--- config.mk ---
export PLATFORM = sky130hd
export DESIGN_NAME = alarm_controller
export DESIGN_NICKNAME = d
export VERILOG_FILES = /design/src/rtl/alarm_pkg.sv /design/src/rtl/sec_tick_detect.sv /design/src/rtl/alarm_controller.sv
export SDC_FILE = /design/constraint.sdc
export NUM_CORES = 1
export LEC_CHECK = 0
export BUFFER_PORTS_ARGS = -buffer_cell sky130_fd_sc_hd__clkbuf_2
export CAP_MARGIN = 25
export CORE_ASPECT_RATIO = 1.25
export CORE_MARGIN = 1.5
export CORE_UTILIZATION = 45
export DETAILED_ROUTE_END_ITERATION = 8
export HOLD_SLACK_MARGIN = 0.15
export PLACE_DENSITY_LB_ADDON = 0.05
export SKIP_CTS_REPAIR_TIMING = 1
export SYNTH_ARGS = -nofsm -noshare
export SYNTH_HDL_FRONTEND = slang
export SYNTH_HIERARCHICAL = 1
export SYNTH_SLANG_ARGS = --single-unit
--- constraint.sdc ---
create_clock -name clk -period 4.5 [get_ports clk]
set_clock_uncertainty 0.15 [all_clocks]
set_input_delay 0 -clock clk [delete_from_list [all_inputs] [get_ports clk]]
set_output_delay 0 -clock clk [all_outputs]
set_load 0.02 [all_outputs]
--- src/rtl/alarm_pkg.sv ---
// alarm_pkg: shared state encoding and time-field limits for the alarm controller.
package alarm_pkg;
    localparam int TIME_W = 6;
    localparam logic [TIME_W-1:0] MAX_SEC = 6'd59;
    localparam logic [TIME_W-1:0] MAX_MIN = 6'd59;
    typedef enum logic [1:0] {
        IDLE    = 2'd0,
        ARMED   = 2'd1,
        RINGING = 2'd2,
        SNOOZE  = 2'd3
    } state_t;
endpackage

--- src/rtl/sec_tick_detect.sv ---
// sec_tick_detect: flags any cycle where the seconds value differs from the previous cycle.
module sec_tick_detect
    import alarm_pkg::*;
(
    input  logic              clk,
    input  logic              rst_n,
    input  logic [TIME_W-1:0] sec_i,
    output logic              tick_o
);
    logic [TIME_W-1:0] sec_q;
    always_ff @(posedge clk or negedge rst_n) begin
        if (!rst_n) sec_q <= '0;
        else        sec_q <= sec_i;
    end
    assign tick_o = sec_i != sec_q;
endmodule

--- src/rtl/alarm_controller.sv ---
// alarm_controller: compares digital_clock time against a stored alarm and runs the
// arm / ring / snooze FSM, with ring timeout and snooze length counted in clock seconds.
module alarm_controller
    import alarm_pkg::*;
#(
    parameter int RING_SECS   = 30,
    parameter int SNOOZE_SECS = 60
) (
    input  logic              clk,
    input  logic              rst_n,
    input  logic [TIME_W-1:0] sec,
    input  logic [TIME_W-1:0] min,
    input  logic              set_en,
    input  logic [TIME_W-1:0] set_min,
    input  logic [TIME_W-1:0] set_sec,
    input  logic              arm,
    input  logic              disarm,
    input  logic              snooze,
    input  logic              stop,
    output logic              ring,
    output logic [1:0]        state,
    output logic [TIME_W-1:0] alarm_min,
    output logic [TIME_W-1:0] alarm_sec,
    output logic              set_err
);
    localparam int RC_W = $clog2(RING_SECS) + 1;
    localparam int SC_W = $clog2(SNOOZE_SECS) + 1;
    localparam logic [RC_W-1:0] RING_LD = RC_W'(RING_SECS);
    localparam logic [SC_W-1:0] SNZ_LD  = SC_W'(SNOOZE_SECS);

    state_t            state_q, state_d;
    logic [RC_W-1:0]   ring_cnt_q, ring_cnt_d;
    logic [SC_W-1:0]   snz_cnt_q, snz_cnt_d;
    logic [TIME_W-1:0] alarm_min_q, alarm_min_d, alarm_sec_q, alarm_sec_d;
    logic              ring_q, set_err_q, set_err_d;
    logic              tick, match, stop_act, snz_act, set_act, set_ok;

    sec_tick_detect u_tick (.clk(clk), .rst_n(rst_n), .sec_i(sec), .tick_o(tick));

    assign match    = tick && min == alarm_min_q && sec == alarm_sec_q;
    // A command only counts as present when it can act in the current state
    assign stop_act = stop && (state_q == RINGING || state_q == SNOOZE);
    assign snz_act  = snooze && state_q == RINGING;
    assign set_act  = set_en && !disarm && !stop_act && !snz_act;
    assign set_ok   = (state_q == IDLE || state_q == ARMED) && set_min <= MAX_MIN && set_sec <= MAX_SEC;

    always_comb begin
        state_d     = state_q;
        ring_cnt_d  = ring_cnt_q;
        snz_cnt_d   = snz_cnt_q;
        alarm_min_d = set_act && set_ok ? set_min : alarm_min_q;
        alarm_sec_d = set_act && set_ok ? set_sec : alarm_sec_q;
        set_err_d   = set_act && !set_ok;
        if (disarm) begin
            state_d    = IDLE;
            ring_cnt_d = '0;
            snz_cnt_d  = '0;
        end else if (stop_act) begin
            state_d = ARMED;
        end else if (snz_act) begin
            state_d   = SNOOZE;
            snz_cnt_d = SNZ_LD;
        end else if (arm && !set_en && state_q == IDLE) begin
            state_d = ARMED;
        end else if (state_q == ARMED && match && !set_en) begin
            state_d    = RINGING;
            ring_cnt_d = RING_LD;
        end else if (state_q == RINGING && tick) begin
            ring_cnt_d = ring_cnt_q - 1'b1;
            state_d    = ring_cnt_q == RC_W'(1) ? ARMED : RINGING;
        end else if (state_q == SNOOZE && tick) begin
            snz_cnt_d  = snz_cnt_q - 1'b1;
            state_d    = snz_cnt_q == SC_W'(1) ? RINGING : SNOOZE;
            ring_cnt_d = snz_cnt_q == SC_W'(1) ? RING_LD : ring_cnt_q;
        end
    end

    always_ff @(posedge clk or negedge rst_n) begin
        if (!rst_n) begin
            state_q     <= IDLE;
            ring_cnt_q  <= '0;
            snz_cnt_q   <= '0;
            alarm_min_q <= '0;
            alarm_sec_q <= '0;
            ring_q      <= 1'b0;
            set_err_q   <= 1'b0;
        end else begin
            state_q     <= state_d;
            ring_cnt_q  <= ring_cnt_d;
            snz_cnt_q   <= snz_cnt_d;
            alarm_min_q <= alarm_min_d;
            alarm_sec_q <= alarm_sec_d;
            ring_q      <= state_d == RINGING;
            set_err_q   <= set_err_d;
        end
    end

    assign ring      = ring_q;
    assign state     = state_q;
    assign alarm_min = alarm_min_q;
    assign alarm_sec = alarm_sec_q;
    assign set_err   = set_err_q;
endmodule

==> results of run 1 <==
-- stage by stage --
stage	utilization [%]	cells	setup WS (ns)	total power (W)
after global routing	62.2	312	1.26	0.00102
after CTS	56.3	288	1.82	0.000957
final	62.2	312	1.45	0.000964
after floorplan	-	183	2.28	0.000583
after detailed placement	53.5	280	1.84	0.000671
after global placement	53.5	280	1.87	0.000663
-- cells by family (layout without fill, tap and decap cells) --
logic type	count (synthesis)	in the layout
xor+xnor	19	19
fa+ha+maj	4	4
mux	12	12
compound gates	46	46
simple gates	55	55
buf+inv	12	85
flops	35	35
-- layer usage --
metal  GRT usage [%]  up-vias  share of wire [%]
li1                -      810                  -
met1            22.9      784                 43
met2            35.8       42                 52
met3            4.07        5                3.8
met4            7.25        0                1.3
met5               0        -                  0
-- flip-flops by register name, summed over array words and instances, names as in the netlist --
register      cells
alarm_min         6
ring_cnt_q        6
set_err           1
snz_cnt_q         7
state             2
u_tick/sec_q      6
ring              1
alarm_sec         6
-- worst register-to-register path, delay by kind of cell (launching register included) --
kind,cells,cell delay [ns]
AOI/OAI and AO/OA,3,0.69
and+or+nand+nor,3,0.98
xor gates and xnor gates,1,0.16
DFF,1,0.38
buffers and inverters,1,0.57
-- area by class of cell --
type	count	area share, %
inverters	7	1.04
multi-input cells	136	38.5
clock inverters	3	1.73
flip-flops and latches	35	34.6
repair buffers	70	18.6
clock buffers	5	2.72
well taps	56	2.77
-- worst paths after layout --
check / slack (ns) / endpoint / start
min reg2reg: 0.36 / snz_cnt_q[5] / snz_cnt_q[5]
min: 0.10 / ring_cnt_q[0] / snooze
max in group asynchronous: 3.45 / alarm_min[1] / rst_n
max reg2reg: 1.45 / snz_cnt_q[3] / u_tick/sec_q[1]
min in group asynchronous: 0.21 / u_tick/sec_q[0] / rst_n
max: 1.45 / snz_cnt_q[3] / u_tick/sec_q[1]
-- synth_stat cells, types with 3 or more instances --
| library cell | count |
|---|---|
| dfrtp_1 | 35 |
| nor2_1 | 17 |
| xor2_1 | 16 |
| a21oi_1 | 15 |
| mux2_2 | 12 |
| nand2_1 | 9 |
| nor3_1 | 8 |
| inv_1 | 7 |
| o21ai_0 | 7 |
| a31oi_1 | 4 |
| ha_1 | 4 |
| nor2b_1 | 3 |
| xnor2_1 | 3 |
-- power groups by stage --
stage / Clock (W) / Sequential [W] / Combinational (W)
floorplan: 0 / 0.000436 / 0.000147
detailed placement: 0 / 0.000408 / 0.000262
CTS: 0.000291 / 0.000402 / 0.000264
global placement: 0 / 0.000405 / 0.000258
global route: 0.000304 / 0.000410 / 0.000308
finish: 0.000283 / 0.000403 / 0.000279
==> run summary, run 1 <==
cell depth of the worst setup path -> 8
# nets final -> 290
Cell Area, Synth -> 1900 um2
RSZ-0062 raised after global routing -> no
# diodes -> 0
sequential-to-total area share from yosys stat -> 46.1%
sequential share of power -> 41.7%
largest net degree at the start of global routing -> 36
Fin Hold WS -> 0.103 ns
Comb power frac -> 28.9%
Async S/R FF share, synth -> 100%
yosys warns -> 6
Post-Synth Simple-Gate Area -> 16.4%
area grow syn2layout -> 33.0%
power per cell area -> 381 nW/um2
H-tree depth -> 2
gr ovfl total -> 0
Final Hold Viols -> 0
Hold Path Class -> primary input to flip-flop
TritonCTS Buffers -> 5
Post-Syn Area per Cell -> 10.4 um2
die footprint -> 4630 um2
first-pass GRT wire length -> 6730 um
initial antenna violation count -> 0
WS Path Type -> flip-flop to flip-flop
Worst-Skew Late Latency -> 0.29 ns
Cell variety after synth -> 47
Lkg Pwr -> 1.15 nW
Tmin final -> 3.05 ns
Post-Synthesis Cells -> 183
Max-slew headroom -> 42.1%
Die X-Extent -> 61.1 um
routed len/inst -> 14.4 um
layout cells sized above 1 -> 28.9%
Clock Power Share -> 29.4%
final setup TNS -> 0 ns
Routed WL -> 4500 um
Final HPWL DP -> 3170 um
post-synthesis xor/xnor area fraction -> 8.75%
ys flop type -> dfrtp_1
Std-Cell Rows -> 26
multi-input logic area -> 975 um2
Synth Area in Compound Gates -> 16.4%
All-Layer GR Usage -> 19.9%
Residual DRC -> 0
commonest non-fill, non-tap cell in the layout -> clkbuf_2
root buf cell -> clkbuf_8
Core Footprint -> 4070 um2
register area -> 876 um2
Worst VDD drop -> 202 uV
combinational family with the most area after synthesis -> compound AO/OA/AOI/OAI gates
WHS Path Cells -> 4
synthesis-stage register bit count -> 35
Max-Cap Viols -> 0
number of flops mapped to enable cells by yosys -> 0
vias in the first global route -> 1,565
fin crit share -> 67.7%
Slew Limit Fails -> 0
CP top delay family -> simple AND/OR/NAND/NOR gates
most frequent cells in the layout -> clkbuf_2 (46), dfrtp_1 (35), dlygate4sd3_1 (24)
final setup violation count -> 0
CP startpoint kind -> flip-flop
slowest CP cell -> dlygate4sd3_1
CTS Buffer Depth -> 2
Syn Nets -> 218
clk slew on worst S/H paths -> 0.08 ns
Buf+Inv Stages, Crit Path -> 1
FILL cells -> 346
io pins -> 47
CP max stage delay -> 0.57 ns
Critical Path RT -> 4.53 ns
post-synthesis adder-cell area fraction -> 2.63%
f_max -> 0.328 GHz
post-synthesis mux area share -> 7.11%
arrival time at the worst endpoint -> 3.07 ns
Port Buffer Count -> 46
CP Capture Type -> flip-flop
FF-to-FF path depth -> 8
GPL Wtd Cong -> 0.820
Final ANT Viol Nets -> 0
Synth area leaders -> dfrtp_1 (46%), xor2_1 (7.4%), mux2_2 (7.1%)
first-pass detailed-route iteration total -> 4
Switching Fraction -> 32.7%
critical path cell sequence -> xor2_1 -> nor4_1 -> nand3_1 -> and2_2 -> o21ai_1 -> a211o_1 -> a21oi_1 -> dlygate4sd3_1
top cell type's share of synthesized area -> 46.1%
Die Y -> 75.7 um
TritonCTS clock tree -> built
1st-iter DRT viols -> 48
vias -> 1,641
Slew @ Worst Pin -> 0.868 ns
DR vias/cell -> 5.26
starting density of the core -> 46.8%
outcome -> finished, final reports clean
Sink Count -> 35
NetSw -> 0.000316 W
leading area contributor after synthesis -> dfrtp_1
P_int -> 0.000649 W
post-route cell area -> 2530 um2
Max FO, Critical Path -> 9
Cell Area, Placed -> 2180 um2
Note: power is estimated with default switching activity, not from simulation.
==> run 2, diff against run 1 <==
--- a/config.mk
+++ b/config.mk
@@ -5,6 +5,7 @@
 export SDC_FILE = /design/constraint.sdc
 export NUM_CORES = 1
 export LEC_CHECK = 0
+export ABC_AREA = 1
 export BUFFER_PORTS_ARGS = -buffer_cell sky130_fd_sc_hd__clkbuf_2
 export CAP_MARGIN = 25
 export CORE_ASPECT_RATIO = 1.25
==> constraint.sdc (replaced) <==
create_clock -name clk -period 2.79 [get_ports clk]
set_clock_uncertainty 0.15 [all_clocks]
set_input_delay 0 -clock clk [delete_from_list [all_inputs] [get_ports clk]]
set_output_delay 0 -clock clk [all_outputs]
set_load 0.02 [all_outputs]
==> run 2 against run 1 <==
Effect of this change:
- critical path depth is 5 higher
- utilization is 2.0 points lower
- synthesized area up 13%
- die area rose by 13%
- global-route usage up 0.28 points
- register-to-register slack worse by 0.58 ns
- critical path type is now primary input to flip-flop
- largest power group is now combinational logic
==> run summary, run 2 <==
leading area contributor after synthesis -> dfrtp_1
commonest non-fill, non-tap cell in the layout -> nand2_1
worst-case hold path end point -> state[1]
top cell type's share of synthesized area -> 40.6%
Comb power frac -> 42.9%
Worst-Skew Late Latency -> 0.29 ns
power per cell area -> 775 nW/um2
outcome -> finished, final reports clean
H-tree depth -> 2
Core Footprint -> 4660 um2
Worst VDD drop -> 411 uV
DR vias/cell -> 4.83
sequential share of power -> 35.0%
Slew Limit Fails -> 0
# diodes -> 0
count leader, synth -> nand2_1
Syn Nets -> 339
Synth top cells by count -> nand2_1 (89), inv_1 (46), nor2_1 (37), dfrtp_1 (35), nand3_1 (28)
final setup violation count -> 0
routed len/inst -> 11.8 um
initial antenna violation count -> 0
All-Layer GR Usage -> 20.2%
Routed WL -> 5180 um
Final ANT Viol Nets -> 0
Residual DRC -> 0
Largest Register -> snz_cnt_q
Slew @ Worst Pin -> 0.908 ns
final setup TNS -> 0 ns
GPL Wtd Cong -> 0.862
yosys warns -> 6
NetSw -> 0.000901 W
WS Path Type -> primary input to flip-flop
CP startpoint kind -> primary input
Max FO, Critical Path -> 11
ys flop type -> dfrtp_1
Port Buffer Count -> 46
die footprint -> 5220 um2
Cell Area, Synth -> 2160 um2
layout cells sized above 1 -> 18.9%
TritonCTS clock tree -> built
starting density of the core -> 46.3%
io pins -> 47
Post-Synthesis Cells -> 304
R2R Setup Slk -> 0.87 ns
Final Hold Viols -> 0
Die X-Extent -> 64.9 um
Max-Cap Viols -> 0
gr ovfl total -> 0
f_max -> 0.516 GHz
Final HPWL DP -> 3770 um
largest net degree at the start of global routing -> 36
Switching Fraction -> 41.5%
Die Y -> 80.4 um
synthesis-stage register bit count -> 35
TritonCTS Buffers -> 5
1st-iter DRT viols -> 68
Std-Cell Rows -> 28
Post-Syn Area per Cell -> 7.10 um2
Lkg Pwr -> 1.58 nW
number of flops mapped to enable cells by yosys -> 0
reg-to-reg startpoint -> u_tick/sec_q[4]
hold_sp -> min[3]
routed wl met2 -> 2730 um
fin crit share -> 69.5%
Top Metal Used -> met4
P_int -> 0.00127 W
root buf cell -> clkbuf_8
sequential-to-total area share from yosys stat -> 40.6%
CP Capture Type -> flip-flop
WL met3 -> 196 um
Tmin final -> 1.94 ns
Cell variety after synth -> 31
RSZ-0062 raised after global routing -> no
clk slew on worst S/H paths -> 0.08 ns
area grow syn2layout -> 29.9%
vias in the first global route -> 1,833
most frequent cells in the layout -> nand2_1 (89), inv_1 (46), clkbuf_2 (46)
first-pass detailed-route iteration total -> 5
Sink Count -> 35
Met1 Wirelength -> 2180 um
Clock Power Share -> 22.1%
first-pass GRT wire length -> 8100 um
Synth area leaders -> dfrtp_1 (41%), nand2_1 (15%), inv_1 (8.0%)
arrival time at the worst endpoint -> 1.97 ns
Async S/R FF share, synth -> 100%
FF-to-FF path depth -> 11
PnR Total Power -> 0.00217 W
# nets final -> 414
CTS Buffer Depth -> 2
vias -> 2,123
Critical Path RT -> 2.82 ns
Worst R2R End -> snz_cnt_q[2]
FILL cells -> 443
Hold Path Class -> primary input to flip-flop
Max-slew headroom -> 39.5%
WHS Path Cells -> 8
Largest register FFs -> 7
## run 2: cell count changes after synthesis, moves of 12 or more
cell     previous run  this run
nand3_1             2        28
xor2_1             16         1
nor2_1             17        37
inv_1               7        46
nand2_1             9        89
mux2_2             12         0
## run 2: power groups by stage
| stage | Sequential [W] | Clock, W | Combinational (W) |
|---|---|---|---|
| 2_1_floorplan | 0.000843 | 0 | 0.000586 |
| 3_3_place_gp | 0.000767 | 0 | 0.000901 |
| 3_5_place_dp | 0.000769 | 0 | 0.000906 |
| 4_1_cts | 0.000761 | 0.000498 | 0.000910 |
| 5_1_grt | 0.000777 | 0.000515 | 0.00106 |
| 6_report | 0.000760 | 0.000481 | 0.000932 |
## run 2: worst max-delay path by stage
stage / from / to / slack, ns / depth (start not counted)
5_1_grt: sec[5] / ring_cnt_q[1] / 0.65 / 16
2_1_floorplan: u_tick/sec_q[3] / ring_cnt_q[1] / 1.14 / 14
4_1_cts: u_tick/sec_q[4] / snz_cnt_q[2] / 0.85 / 11
3_5_place_dp: u_tick/sec_q[4] / snz_cnt_q[2] / 0.88 / 11
3_3_place_gp: u_tick/sec_q[4] / ring_cnt_q[4] / 0.94 / 14
6_report: sec[4] / snz_cnt_q[2] / 0.85 / 13
## run 2: layout make-up
class | count | area [um2] | area share, %
clock inverters | 2 | 35.0 | 1.25
multi-input cells | 214 | 1050 | 37.6
flip-flops and latches | 35 | 876 | 31.2
clock buffers | 6 | 82.6 | 2.95
repair buffers | 72 | 490 | 17.5
well taps | 60 | 75.1 | 2.68
inverters | 51 | 191 | 6.83
## run 2: worst max-delay path, stage by stage
cell,delay (ns)
dlygate4sd3_1,0.54
clkbuf_2,0.14
inv_1,0.06
nand2_1,0.04
nand2_1,0.06
nor2_1,0.05
nand3_1,0.12
nand2_1,0.13
nor2_4,0.11
nor2_1,0.06
nor2_2,0.32
o21ai_0,0.15
a22o_1,0.20
## run 2: routing by layer
layer  up-vias  global-route usage, %
met3         8                   3.92
met4         0                   5.74
met2        50                   36.5
met1       959                   24.0
met5         -                      0
li1       1106                      -
## run 2: logic make-up (layout without fill, tap and decap cells)
| group | after synthesis | in the layout | synth area share, % |
|---|---|---|---|
| AOI/OAI and AO/OA | 27 | 27 | 7.19 |
| adders and majority gates | 4 | 4 | 2.32 |
| xor gates and xnor gates | 3 | 3 | 1.22 |
| and+or+nand+nor | 180 | 180 | 38.1 |
| DFF | 35 | 35 | 40.6 |
| buffers and inverters | 55 | 131 | 10.6 |
## run 2: through the flow
step / setup slack [ns] / hold slack (ns) / util, % / instances / cell area [um2]
after global routing: 0.649 / 0.196 / 60.2 / 440 / 2800
after detailed placement: 0.876 / 0.0223 / 52.1 / 406 / 2430
after global placement: 0.938 / 0.0215 / 52.1 / 406 / 2430
after floorplan: 1.14 / -0.446 / - / 304 / 2160
after CTS: 0.854 / -0.284 / 54.6 / 414 / 2540
final: 0.850 / 0.150 / 60.2 / 440 / 2800
